`src/rtl/ysyx_23060096_mem_arb.sv`:
```
// Round-robin arbiter sharing one memory port between IFU and LSU.
// One outstanding transaction; responses are registered back to the owner.
module ysyx_23060096_mem_arb #(
    parameter int ADDR_W  = 32,
    parameter int DATA_W  = 32,
    parameter int TIMEOUT = 255
) (
    input  logic                clk,
    input  logic                rstn,
    input  logic                ifu_req_valid,
    output logic                ifu_req_ready,
    input  logic [ADDR_W-1:0]   ifu_addr,
    output logic                ifu_rsp_valid,
    output logic [DATA_W-1:0]   ifu_rdata,
    output logic                ifu_rsp_err,
    input  logic                lsu_req_valid,
    output logic                lsu_req_ready,
    input  logic [ADDR_W-1:0]   lsu_addr,
    input  logic                lsu_wen,
    input  logic [DATA_W-1:0]   lsu_wdata,
    input  logic [DATA_W/8-1:0] lsu_wmask,
    output logic                lsu_rsp_valid,
    output logic [DATA_W-1:0]   lsu_rdata,
    output logic                lsu_rsp_err,
    output logic                mem_req_valid,
    input  logic                mem_req_ready,
    output logic [ADDR_W-1:0]   mem_addr,
    output logic                mem_wen,
    output logic [DATA_W-1:0]   mem_wdata,
    output logic [DATA_W/8-1:0] mem_wmask,
    input  logic                mem_rsp_valid,
    input  logic [DATA_W-1:0]   mem_rdata,
    input  logic                mem_rsp_err,
    output logic                busy
);

    localparam int CW = (TIMEOUT > 1) ? $clog2(TIMEOUT + 1) : 1;
    localparam logic [CW-1:0] TMO_LAST = (TIMEOUT > 0) ? CW'(TIMEOUT - 1) : '0;
    localparam bit TMO_EN = (TIMEOUT != 0);

    typedef enum logic [1:0] {
        IDLE,
        REQ,
        WAIT
    } state_t;

    typedef enum logic [1:0] {
        OWN_NONE,
        OWN_IFU,
        OWN_LSU
    } owner_t;

    state_t        state;
    state_t        state_n;
    owner_t        owner;
    logic          rr_lsu;
    logic [CW-1:0] cnt;
    logic          grant_ifu;
    logic          grant_lsu;
    logic          rsp_fire;
    logic          tmo_fire;
    logic          done;
    logic [DATA_W-1:0] rsp_data;
    logic          rsp_err;

    always_ff @(posedge clk) begin
        if (!rstn) begin
            state <= IDLE;
        end else begin
            state <= state_n;
        end
    end

    always_comb begin
        state_n   = state;
        grant_ifu = 1'b0;
        grant_lsu = 1'b0;
        rsp_fire  = 1'b0;
        tmo_fire  = 1'b0;
        unique case (state)
            IDLE: begin
                // rr_lsu=1 means the LSU wins a tie
                if (ifu_req_valid && (!lsu_req_valid || !rr_lsu)) begin
                    grant_ifu = 1'b1;
                end else if (lsu_req_valid) begin
                    grant_lsu = 1'b1;
                end
                if (grant_ifu || grant_lsu) begin
                    state_n = REQ;
                end
            end
            REQ: begin
                if (mem_req_ready) begin
                    state_n = WAIT;
                end
            end
            WAIT: begin
                if (mem_rsp_valid) begin
                    rsp_fire = 1'b1;
                    state_n  = IDLE;
                end else if (TMO_EN && cnt == TMO_LAST) begin
                    tmo_fire = 1'b1;
                    state_n  = IDLE;
                end
            end
            default: state_n = IDLE;
        endcase
    end

    assign ifu_req_ready = grant_ifu;
    assign lsu_req_ready = grant_lsu;
    assign mem_req_valid = (state == REQ);
    assign busy          = (state != IDLE);
    assign done          = rsp_fire || tmo_fire;
    assign rsp_data      = tmo_fire ? '0 : mem_rdata;
    assign rsp_err       = tmo_fire ? 1'b1 : mem_rsp_err;

    always_ff @(posedge clk) begin
        if (!rstn) begin
            owner         <= OWN_NONE;
            rr_lsu        <= 1'b0;
            cnt           <= '0;
            mem_addr      <= '0;
            mem_wen       <= 1'b0;
            mem_wdata     <= '0;
            mem_wmask     <= '0;
            ifu_rsp_valid <= 1'b0;
            ifu_rdata     <= '0;
            ifu_rsp_err   <= 1'b0;
            lsu_rsp_valid <= 1'b0;
            lsu_rdata     <= '0;
            lsu_rsp_err   <= 1'b0;
        end else begin
            ifu_rsp_valid <= 1'b0;
            lsu_rsp_valid <= 1'b0;
            if (grant_ifu) begin
                mem_addr  <= ifu_addr;
                mem_wen   <= 1'b0;
                mem_wdata <= '0;
                mem_wmask <= '0;
                owner     <= OWN_IFU;
                rr_lsu    <= 1'b1;
            end
            if (grant_lsu) begin
                mem_addr  <= lsu_addr;
                mem_wen   <= lsu_wen;
                mem_wdata <= lsu_wdata;
                mem_wmask <= lsu_wmask;
                owner     <= OWN_LSU;
                rr_lsu    <= 1'b0;
            end
            if (state == REQ && mem_req_ready) begin
                cnt <= '0;
            end else if (state == WAIT && cnt != '1) begin
                cnt <= cnt + 1'b1;
            end
            if (done) begin
                owner <= OWN_NONE;
                if (owner == OWN_IFU) begin
                    ifu_rsp_valid <= 1'b1;
                    ifu_rdata     <= rsp_data;
                    ifu_rsp_err   <= rsp_err;
                end
                if (owner == OWN_LSU) begin
                    lsu_rsp_valid <= 1'b1;
                    lsu_rdata     <= rsp_data;
                    lsu_rsp_err   <= rsp_err;
                end
            end
        end
    end

endmodule

```
`config.mk`:
```
export PLATFORM = sky130hd
export DESIGN_NAME = ysyx_23060096_mem_arb
export DESIGN_NICKNAME = d
export VERILOG_FILES = /design/src/rtl/ysyx_23060096_mem_arb.sv
export SDC_FILE = /design/constraint.sdc
export NUM_CORES = 1
export LEC_CHECK = 0
export BUFFER_PORTS_ARGS = -buffer_cell sky130_fd_sc_hd__buf_2
export CORE_MARGIN = 5
export CORE_UTILIZATION = 48
export CTS_CLUSTER_DIAMETER = 80
export DETAILED_ROUTE_END_ITERATION = 8
export GPL_TIMING_DRIVEN = 0
export PLACE_DENSITY_LB_ADDON = 0.15
export SLEW_MARGIN = 40
export SYNTH_ARGS = -nofsm -noshare
export SYNTH_HDL_FRONTEND = slang
export SYNTH_SLANG_ARGS = --single-unit
```
`constraint.sdc`:
```
create_clock -name clk -period 1.8 [get_ports clk]
set_input_delay 0.18 -clock clk [delete_from_list [all_inputs] [get_ports clk]]
set_output_delay 0.18 -clock clk [all_outputs]
set_load 0.02 [all_outputs]
```
# ---- Word-level counts from Yosys, hierarchy flattened
# Index checks and enable logic that the tools add are counted.
dict set report word_totals {
  reg_bits 150
  latch_bits 0
  ram_bits 0
  romBits 0
  in_bits 140
  out_inout_bits 141
  elab_cells 76
  memories 0
}
dict set report classes {
  add_sub_neg 1
  multipliers 0
  div 0
  magnitude_cmp 0
  eq_ne 9
  n_shift 0
  muxes 31
  bitwise 1
  n_reduce_logical 19
}
# op n
set ops {}
lappend ops {{$mux 32} 5}
lappend ops {{$mux 1} 17}
lappend ops {{$mux 2} 6}
lappend ops {{$add 8x1->8 const B} 1}
lappend ops {{$eq 8x8->1 const B} 1}
lappend ops {{$mux 4} 2}
lappend ops {{$ne 8x8->1 const B} 1}
lappend ops {{$pmux 2 s3} 1}
lappend ops {{$reduce_and 2->1} 3}
lappend ops {{$reduce_or 2->1} 3}
lappend ops {{$eq 2x1->1 const B} 2}
lappend ops {{$eq 2x2->1 const B} 2}
lappend ops {{$reduce_bool 2->1} 2}
lappend ops {{$logic_and 1x1->1} 3}
lappend ops {{$logic_or 1x1->1} 3}
lappend ops {{$ne 3x3->1 const B} 1}
lappend ops {{$reduce_and 3->1} 1}
lappend ops {{$reduce_or 3->1} 1}
lappend ops {{$logic_not 1->1} 2}
lappend ops {{$logic_not 2->1} 1}
lappend ops {{$ne 2x1->1 const B} 1}
lappend ops {{$ne 2x2->1 const B} 1}
lappend ops {{$not 1->1} 1}

# ---- Logic depth before layout (Yosys ltp)
# Gate-level depths: netlist (run 1).
dict set report logic_depth {
  ltp_word 8
  mapped_depth 6
}

# ---- Worst setup path after synthesis (run 1)
# OpenSTA, ideal clock, no wires.
dict set report synth_path {
  path_type {flip-flop to flip-flop}
  from {reg state[0]}
  to {reg ifu_rdata[12]}
  setup_ps 145
  t_arrival_ps 1276
  required_time_ps 1655
  path_slack_ps 378
  stages_incl_launch_ff 6
  path_buffers 3
  synth_period_minus_slack_ps 1422
  path_cell_list {dfxtp_1 -> buf_6 -> and4bb_1 -> buf_4 -> clkbuf_1 -> a311oi_2}
}
dict set report synth_via {
  elab_chain_len 4
  elab_cells_between_ends 6
  cone_classes {eq/ne: 1; mux: 3; reduce/logical: 2}
}
# item line_no
set synth_lines {}
lappend synth_lines {{start, declared} 53} ;# state_t state;
lappend synth_lines {{start signal, assigned} 70} ;# state <= state_n;
lappend synth_lines {{$eq 2x2->1 *} 80} ;# unique case (state)
lappend synth_lines {{$mux 1} 80}
lappend synth_lines {{$logic_or 1x1->1} 114} ;# assign done = rsp_fire || tmo_fire;
lappend synth_lines {{$reduce_and 2->1 (no line)} --}
lappend synth_lines {{end signal, assigned} 161} ;# ifu_rdata <= rsp_data;
lappend synth_lines {{end, declared} 14} ;# output logic [DATA_W-1:0] ifu_rdata,
# Every way passes the cells marked *; elsewhere a longest branch is shown, timed or not.
# A chain may end at the register's enable or synchronous reset.

# ---- Worst setup path after layout (run 1)
dict set report layout_path {
  from {reg rr_lsu}
  to {out lsu_req_ready}
}
dict set report layout_via {
  elab_chain_len 6
}
# item line_no
set layout_lines {}
lappend layout_lines {{start, declared} 56} ;# logic rr_lsu;
lappend layout_lines {{start signal, assigned} 121} ;# rr_lsu <= 1'b0;
lappend layout_lines {{start signal, assigned} 142} ;# rr_lsu <= 1'b1;
lappend layout_lines {{start signal, assigned} 150} ;# rr_lsu <= 1'b0;
lappend layout_lines {{$logic_not 1->1} 83} ;# if (ifu_req_valid && (!lsu_req_valid || !rr_lsu)) begin
lappend layout_lines {{$logic_or 1x1->1} 83}
lappend layout_lines {{$logic_and 1x1->1} 83}
lappend layout_lines {{$mux 1} 83}
lappend layout_lines {{$mux 1 (2 in a row)} 80}
lappend layout_lines {{end, declared} 17} ;# output logic lsu_req_ready,
# No other way between the ends. The select of a mux whose other input is x is not followed.

==> results.json, run 1 <==
{
  "path_class": "reg2out",
  "required_ps": 1620,
  "clockBufferDepth": 2,
  "ys_ff_latch": 150,
  "drt_iter0_markers": 486,
  "layout.cells.non_filler": 1225,
  "dp_hpwl_um": 16600,
  "maxCapViolations": 0,
  "hp-start": "lsu_wdata[20]",
  "r2r_start": "cnt[0]",
  "worst_r2r_endpoint": "ifu_rdata[21]",
  "critPathMaxStageDelay_ps": 420,
  "die_x_um": 126,
  "synth_area_leader_cell": "dfxtp_1",
  "final_antenna_net_count": 0,
  "fin_util": 0.673,
  "synth_fp_nets": 860,
  "cp_max_fo": 17,
  "cts_buffers": 17,
  "drt_first_pass_iters": 5,
  "ys_warn_count": 0,
  "synth-edff-count": 0,
  "cts_tree": "built",
  "drt_wl_total_um": 22800,
  "synth.top_cell.area_share": 0.465,
  "cts_root_buf": "clkbuf_16",
  "crit_slowest_cell": "dfxtp_1",
  "hold_path_class": "in2reg",
  "viasPerCell": 5.91,
  "r2r_cells": 6,
  "relSlewSlack": 0.497,
  "area_growth_pct": 37.8,
  "antenna_found_initial": 1,
  "setup_viol": 0,
  "initial_core_util": 0.488,
  "die_y_um": 126,
  "netlist_area_um2": 6460,
  "cp_cell_sequence": "nand2b_1, buf_4, and2_1, buf_4",
  "die-area_um2": 15900,
  "worstPathArrival_ps": 1560,
  "ioPinCount": 281,
  "cts.clk_slew.worst_paths_ps": 60,
  "layout.nets": 1178,
  "period_share": 0.965,
  "overflow": 0,
  "min_path_cells": 3,
  "clock_sinks": 150,
  "p_leak_nw": 3.70,
  "cp-start-kind": "flip-flop",
  "p_per_area_nw_per_um2": 925,
  "async_flop_share": 0,
  "post-route-cell-area_um2": 8910,
  "grt_pass1_vias": 6977,
  "clk_latency_ps": 420,
  "syn_inst": 718,
  "yosys-top-cells-area": "dfxtp_1 (46%), a31oi_1 (9.5%), nand3_1 (8.4%)",
  "wire_per_inst_um": 18.6,
  "vias": 7245,
  "dp.cells": 1172,
  "r2r_slack_ps": 140,
  "setup_slack_ps": 62.9,
  "hold_violations": 0,
  "synth_area_per_cell_um2": 9.00,
  "coreArea_um2": 13200,
  "rows": 42,
  "dp_slack_ps": 49.4,
  "gr-usage-all-layers": 0.276,
  "place_area_um2": 8080,
  "fin_skew_ps": 6.17,
  "synth_cell_types": 43,
  "cpMostUsedCell": "buf_4",
  "synth_seq_area_share": 0.465,
  "htree_levels": 4,
  "hold_end": "mem_wdata[20]",
  "gp_congestion": 0.885,
  "route.detailed.drc": 0,
  "tightest_slew_ps": 755,
  "fmax_mhz": 576,
  "drv_slew": 0,
  "period_minus_slack_ps": 1740,
  "peakVddDrop_mv": 0.645,
  "grt_max_degree": 18,
  "status": "finished, final reports clean",
  "cp-end-kind": "output port",
  "diodes": 0,
  "grt_pass1_wl_um": 35900,
  "drive_gt1_frac": 0.362,
  "synthFlopType": "dfxtp_1",
  "portBuffers": 278
}
[cell usage after synthesis, drive strengths merged, types with 4 or more instances]
master and number:
a211oi 5, a21oi 39, a311oi 65, a31oi 98, buf 39, clkbuf 50, dfxtp 150, inv 8
mux2i 6, nand2 36, nand2b 4, nand3 109, nand3b 6, nor3 4, o21ai 70
[routing by layer]
layer,wire (µm),global-route usage,vias up
li1,-,-,3411
met1,9030,0.340,3408
met2,10900,0.454,382
met3,2280,0.0872,42
met4,529,0.0997,2
met5,20,0,-
[what timing repair did]
action	4_1_cts	5_1_grt
hold endpoints to repair	22	0
gates resized for setup	5	13
setup buffers	2	0
pin swaps	1	1
hold buffers	22	0
endpoints found under the setup margin	3	63
[metrics by stage]
stage	setup TNS, ps	total power, mW	hold slack (ps)
2_1_floorplan	0	4.30	328
3_3_place_gp	0	4.81	435
5_1_grt	-0.607	8.49	18.3
3_5_place_dp	0	4.81	439
4_1_cts	0	8.24	2.25
6_report	0	8.24	18.4
[how the worst max path moves through the flow]
stage	startpoint	slack, ps	to
2_1_floorplan	state[0]	380	ifu_rdata[12]
3_3_place_gp	rstn	80	ifu_rdata[15]
3_5_place_dp	rstn	50	ifu_rdata[15]
4_1_cts	state[1]	2	lsu_req_ready
5_1_grt	state[1]	-0.6	lsu_req_ready
6_report	rr_lsu	60	lsu_req_ready
[worst max-delay path: cells and delay by family (launching register included)]
family        cells  cell delay (ps)
flops             1              420
simple gates      2              330
buf+inv           2              380
[flip-flops by register name, summed over array words and instances (netlist names), 2 cells and up]
signal     flops
state          2
ifu_rdata     32
mem_addr      32
lsu_rdata     32
cnt            8
mem_wmask      4
mem_wdata     32
owner          2
[power by group]
group	total, mW	switching, mW	leakage, nW	internal (mW)
Sequential	3.51	0.0642	1.22	3.45
Combinational	1.30	0.840	2.22	0.465
Clock	3.42	1.42	0.267	2.01
Total	8.24	2.32	3.70	5.92
[placed cells by master, fill, tap and decap left out, types with 8 or more instances in the layout]
| cell | netlist | final |
|---|---|---|
| a311oi_1 | 42 | 42 |
| dfxtp_1 | 150 | 150 |
| o21ai_0 | 70 | 70 |
| buf_2 | 25 | 294 |
| a31oi_1 | 98 | 98 |
| nand3_1 | 109 | 109 |
| clkbuf_1 | 50 | 46 |
| a311oi_2 | 23 | 23 |
| inv_1 | 8 | 8 |
| dlygate4sd3_1 | 0 | 22 |
| buf_4 | 6 | 13 |
| a21oi_1 | 39 | 39 |
| nand2_1 | 36 | 36 |
| clkbuf_16 | 0 | 17 |
[final cells by class]
cell class | instances | area (µm²)
Sequential cell | 150 | 3000
Tap cell | 176 | 220
Fill cell | 1152 | 4340
Clock buffer | 21 | 470
Buffer | 86 | 442
Inverter | 8 | 30.0
Timing Repair Buffer | 302 | 1630
Multi-Input combinational cell | 471 | 3010
Clock inverter | 11 | 100
[cells by family after synthesis]
family / share of synthesized area
AND/OR/NAND/NOR: 0.141
AO/OA/AOI/OAI: 0.310
multiplexers: 0.00929
flip-flops: 0.465
buffers and inverters: 0.0716
adder cells (fa/ha/maj): 0.00387
Note: power is estimated with default switching activity, not from simulation.
==> run 2: changes to the inputs <==
CORE_UTILIZATION = 43   (was 48)
clock period = 1.45 ns   (was 1.8 ns; I/O delays follow)
==> results.json, run 2 (synthesis results as in run 1) <==
{
  "status": "finished, violations left",
  "violations": "setup timing",
  "clock_sinks": 150,
  "gp_congestion": 0.833,
  "power_mw": 11.6,
  "p_seq_frac": 0.377,
  "combPwrFrac": 0.209,
  "rsz0062_at_grt": "yes",
  "worstPathArrival_ps": 2050,
  "multi_input_area_um2": 3900,
  "die-area_um2": 17600,
  "path_class": "reg2reg",
  "period_minus_slack_ps": 1700,
  "maxCapViolations": 0,
  "die_y_um": 133,
  "p_leak_nw": 4.64,
  "power_frac_clock": 0.414,
  "final_common_cell": "buf_2",
  "whs_ps": 7.09,
  "ioPinCount": 281,
  "cts_buffers": 17,
  "switching_share": 0.285,
  "drt_iter0_markers": 741,
  "relSlewSlack": 0.457,
  "period_share": 1.17,
  "cp-end-kind": "flip-flop",
  "p_int_mw": 8.29,
  "layout.nets": 1293,
  "overflow": 0,
  "fin_tns_setup_ps": -17090,
  "coreArea_um2": 14600,
  "grt_max_degree": 17,
  "cts_tree": "built",
  "portBuffers": 278,
  "cp_max_fo": 6,
  "clk_latency_ps": 430,
  "drv_slew": 0,
  "clockBufferDepth": 2,
  "initial_core_util": 0.441,
  "hold_violations": 0,
  "peakVddDrop_mv": 0.806,
  "crit_slowest_cell": "dfxtp_2",
  "viasPerCell": 6.18,
  "setup_viol": 127,
  "drt_wl_total_um": 30000,
  "grt_pass1_vias": 7621,
  "setup_slack_ps": -251,
  "p_per_area_nw_per_um2": 1000,
  "route.detailed.drc": 0,
  "cp_cell_sequence": "buf_6, nor3b_2, buf_4, buf_4, buf_6, clkbuf_16, clkbuf_16, nand3_1, a31oi_1",
  "cts.clk_slew.worst_paths_ps": 60,
  "cp-start-kind": "flip-flop",
  "fillers": 869,
  "required_ps": 1790,
  "cts_root_buf": "clkbuf_16",
  "hold_path_class": "in2reg",
  "fin_util": 0.789,
  "grt_pass1_wl_um": 41200,
  "critPathMaxStageDelay_ps": 320,
  "layout_common_cells": "buf_2 (280), dfxtp_1 (141), a31oi_1 (79), dlygate4sd3_1 (78), nand3_1 (74)",
  "wire_per_inst_um": 22.2,
  "ff_latch_area_um2": 3020,
  "fin_skew_ps": 9.17,
  "vias": 8351,
  "gr-usage-all-layers": 0.287,
  "drive_gt1_frac": 0.500,
  "antenna_found_initial": 3,
  "final_antenna_net_count": 0,
  "fmax_mhz": 588,
  "die_x_um": 133,
  "area_growth_pct": 78.8,
  "rows": 44,
  "tightest_slew_ps": 814,
  "drt_first_pass_iters": 5,
  "htree_levels": 4,
  "p_sw_mw": 3.31,
  "dp_hpwl_um": 16600
}
-- run 2: cell types whose count changed in the layout (fill, tap and decap cells not counted), moves of 27 or more --
| cell | previous run | this run |
|---|---|---|
| buf_6 | 6 | 33 |
| dlygate4sd3_1 | 22 | 78 |
| nand3_1 | 109 | 74 |
| a311oi_2 | 23 | 63 |
| a311oi_1 | 42 | 1 |
| nand3_2 | 0 | 29 |
-- run 2: power by group through the flow --
stage                     clock network, mW  logic [mW]  registers, mW
after floorplan                           0       0.721           4.61
after global placement                    0        1.53           4.44
after detailed placement                  0        1.53           4.44
after CTS                              4.81        1.95           4.36
after global routing                   4.98        2.54           4.38
final                                  4.81        2.42           4.37
-- run 2: metrics by stage --
| stage | area (µm²) | std cells | setup WS, ps |
|---|---|---|---|
| final | 11600 | 1351 | -251 |
| after global routing | 11600 | 1351 | -294 |
| after CTS | 10500 | 1327 | -199 |
| after detailed placement | 8090 | 1180 | -281 |
| after global placement | 8090 | 1180 | -284 |
| after floorplan | 6460 | 718 | 28.5 |
-- run 2: timing repair --
item                                    CTS  global route
pin swaps                                42            84
setup buffers                            32            18
hold endpoints to repair                 63             0
hold buffers                             78             0
gates cloned                              7            12
endpoints found under the setup margin  137           138
gates resized for setup                 141           169
-- run 2: final cells by class --
cell class	instances	share of cell area
Timing Repair Buffer	418	0.264
Clock inverter	12	0.0153
Tap cell	184	0.0199
Multi-Input combinational cell	471	0.337
Clock buffer	20	0.0395
Antenna cell	3	0.000649
Sequential cell	150	0.261
Inverter	8	0.00260
Buffer	85	0.0594
-- run 2: path summary, 6_finish.rpt --
path              slack, ps  depth (start not counted)            end           from
setup / recovery       -250                          9   mem_addr[25]       state[0]
hold / removal            7                          3   mem_addr[15]   ifu_addr[15]
setup reg to reg       -250                          9   mem_addr[25]       state[0]
hold reg to reg         470                          2  mem_wdata[25]  mem_wdata[25]
-- run 2: worst max-delay path, delay by kind of cell, from the launching register on --
family | cells | cell delay (ps)
AND/OR/NAND/NOR | 2 | 260
buffers and inverters | 6 | 800
flip-flops | 1 | 320
AO/OA/AOI/OAI | 1 | 220
-- run 2: metal layers --
| layer | part of all wire | global-route usage | vias to the layer above | wire, µm |
|---|---|---|---|---|
| li1 | - | - | 3669 | - |
| met5 | 0 | 0 | - | 0 |
| met1 | 0.37 | 0.350 | 3947 | 11000 |
| met2 | 0.49 | 0.471 | 615 | 14700 |
| met4 | 0.045 | 0.122 | 0 | 1340 |
| met3 | 0.099 | 0.0858 | 120 | 2960 |
==> run 3: changes to the inputs <==
CORE_UTILIZATION = 51   (was 43)
clock period = 2 ns   (was 1.45 ns; I/O delays follow)
==> results.json, run 3 (synthesis results as in run 1) <==
{
  "status": "finished, final reports clean",
  "drt_wl_total_um": 22000,
  "worstPathArrival_ps": 1680,
  "setup_slack_ps": 119,
  "clockBufferDepth": 2,
  "gp_congestion": 0.847,
  "wire_per_inst_um": 18.4,
  "p_per_area_nw_per_um2": 829,
  "grt_pass1_wl_um": 33700,
  "overflow": 0,
  "dp_hpwl_um": 16200,
  "hold_path_class": "in2reg",
  "rsz0062_at_grt": "no",
  "layout.nets": 1157,
  "drv_slew": 0,
  "final_common_cell": "buf_2",
  "grt_max_degree": 18,
  "cp-end-kind": "output port",
  "r2r_start": "state[1]",
  "htree_levels": 4,
  "cts.clk_slew.worst_paths_ps": 60,
  "period_minus_slack_ps": 1880,
  "vias": 7172,
  "hold_violations": 0,
  "cts_tree": "built",
  "layout.cells.non_filler": 1198,
  "setup_viol": 0,
  "grt_pass1_vias": 6573,
  "die-area_um2": 15000,
  "rows": 41,
  "p_leak_nw": 3.59,
  "viasPerCell": 5.99,
  "final_antenna_net_count": 0,
  "route.detailed.drc": 0,
  "crit_path_end": "lsu_req_ready",
  "required_ps": 1800,
  "period_share": 0.941,
  "fin_skew_ps": 2.45,
  "portBuffers": 278,
  "holdBufCountCts": 0,
  "clock_sinks": 150,
  "cts_root_buf": "clkbuf_16",
  "die_y_um": 123,
  "clk_latency_ps": 410,
  "cp_max_fo": 10,
  "layout_common_cells": "buf_2 (301), dfxtp_1 (150), nand3_1 (109), a31oi_1 (98), o21ai_0 (70)",
  "r2r_slack_ps": 210,
  "relSlewSlack": 0.502,
  "gr-usage-all-layers": 0.283,
  "area_growth_pct": 33.3,
  "path_class": "reg2out",
  "die_x_um": 123,
  "initial_core_util": 0.516,
  "antenna_found_initial": 1,
  "coreArea_um2": 12500,
  "r2r_cells": 5,
  "cp-start-kind": "flip-flop",
  "critPathLaunch": "state[1]",
  "tightest_slew_ps": 746,
  "drive_gt1_frac": 0.362,
  "drt_first_pass_iters": 5,
  "drt_iter0_markers": 758,
  "cts_buffers": 17,
  "ioPinCount": 281,
  "worst_r2r_endpoint": "ifu_rdata[18]",
  "peakVddDrop_mv": 0.566,
  "maxCapViolations": 0,
  "fin_tns_setup_ps": 0,
  "fmax_mhz": 532,
  "dp_slack_ps": 250,
  "dp.cells": 1168
}
## run 3: worst min-delay path by stage
stage                              from            end  slack [ps]  depth (start not counted)
after detailed placement  lsu_wdata[23]  mem_wdata[23]         460                          3
after global placement    lsu_wdata[22]  mem_wdata[22]         460                          3
after CTS                 lsu_wdata[23]  mem_wdata[23]          20                          3
after global routing      lsu_wdata[23]  mem_wdata[23]          20                          3
final                     lsu_wdata[23]  mem_wdata[23]          30                          3
after floorplan            lsu_wdata[0]   mem_wdata[0]         350                          2
## run 3: repair_timing
item | CTS | global route
setup endpoints to repair | 1 | 3
endpoints found under the hold margin | 0 | 0
setup buffers | 1 | 0
resized for setup | 2 | 5
gates cloned | 0 | 0
## run 3: where the power goes
group / internal [mW] / switching, mW / leakage [nW]
logic: 0.382 / 0.751 / 2.12
registers: 3.10 / 0.0557 / 1.22
clock network: 1.69 / 1.16 / 0.255
## run 3: worst max-delay path: stages, from the launching register on
cell and delay (ps):
dfxtp_1 310, buf_2 190, nor3b_2 190, buf_4 150, buf_6 140, and2_1 130, buf_2 160
## run 3: final cells by class
type | count | area [µm²]
clock inverters | 4 | 22.5
fillers | 1092 | 3900
well taps | 172 | 215
clock buffers | 25 | 495
repair buffers | 279 | 1400
inverters | 8 | 30.0
flip-flops and latches | 150 | 3000
multi-input cells | 471 | 3010
plain buffers | 88 | 439
diodes | 1 | 2.50
## run 3: per-stage QoR
step	instance area [µm²]	total power [mW]	hold slack (ps)	util
2_1_floorplan	6460	3.87	348	-
3_3_place_gp	8070	4.32	456	0.645
3_5_place_dp	8070	4.33	460	0.645
4_1_cts	8600	7.15	16.4	0.687
5_1_grt	8620	7.40	15.8	0.688
6_report	8620	7.14	32.9	0.688
## run 3: layer usage
metal  GRT usage  vias up  share of wire
met5           0        -              0
met1       0.350     3401           0.40
met3      0.0756       41          0.089
li1            -     3368              -
met4       0.115        0          0.024
met2       0.469      362           0.49
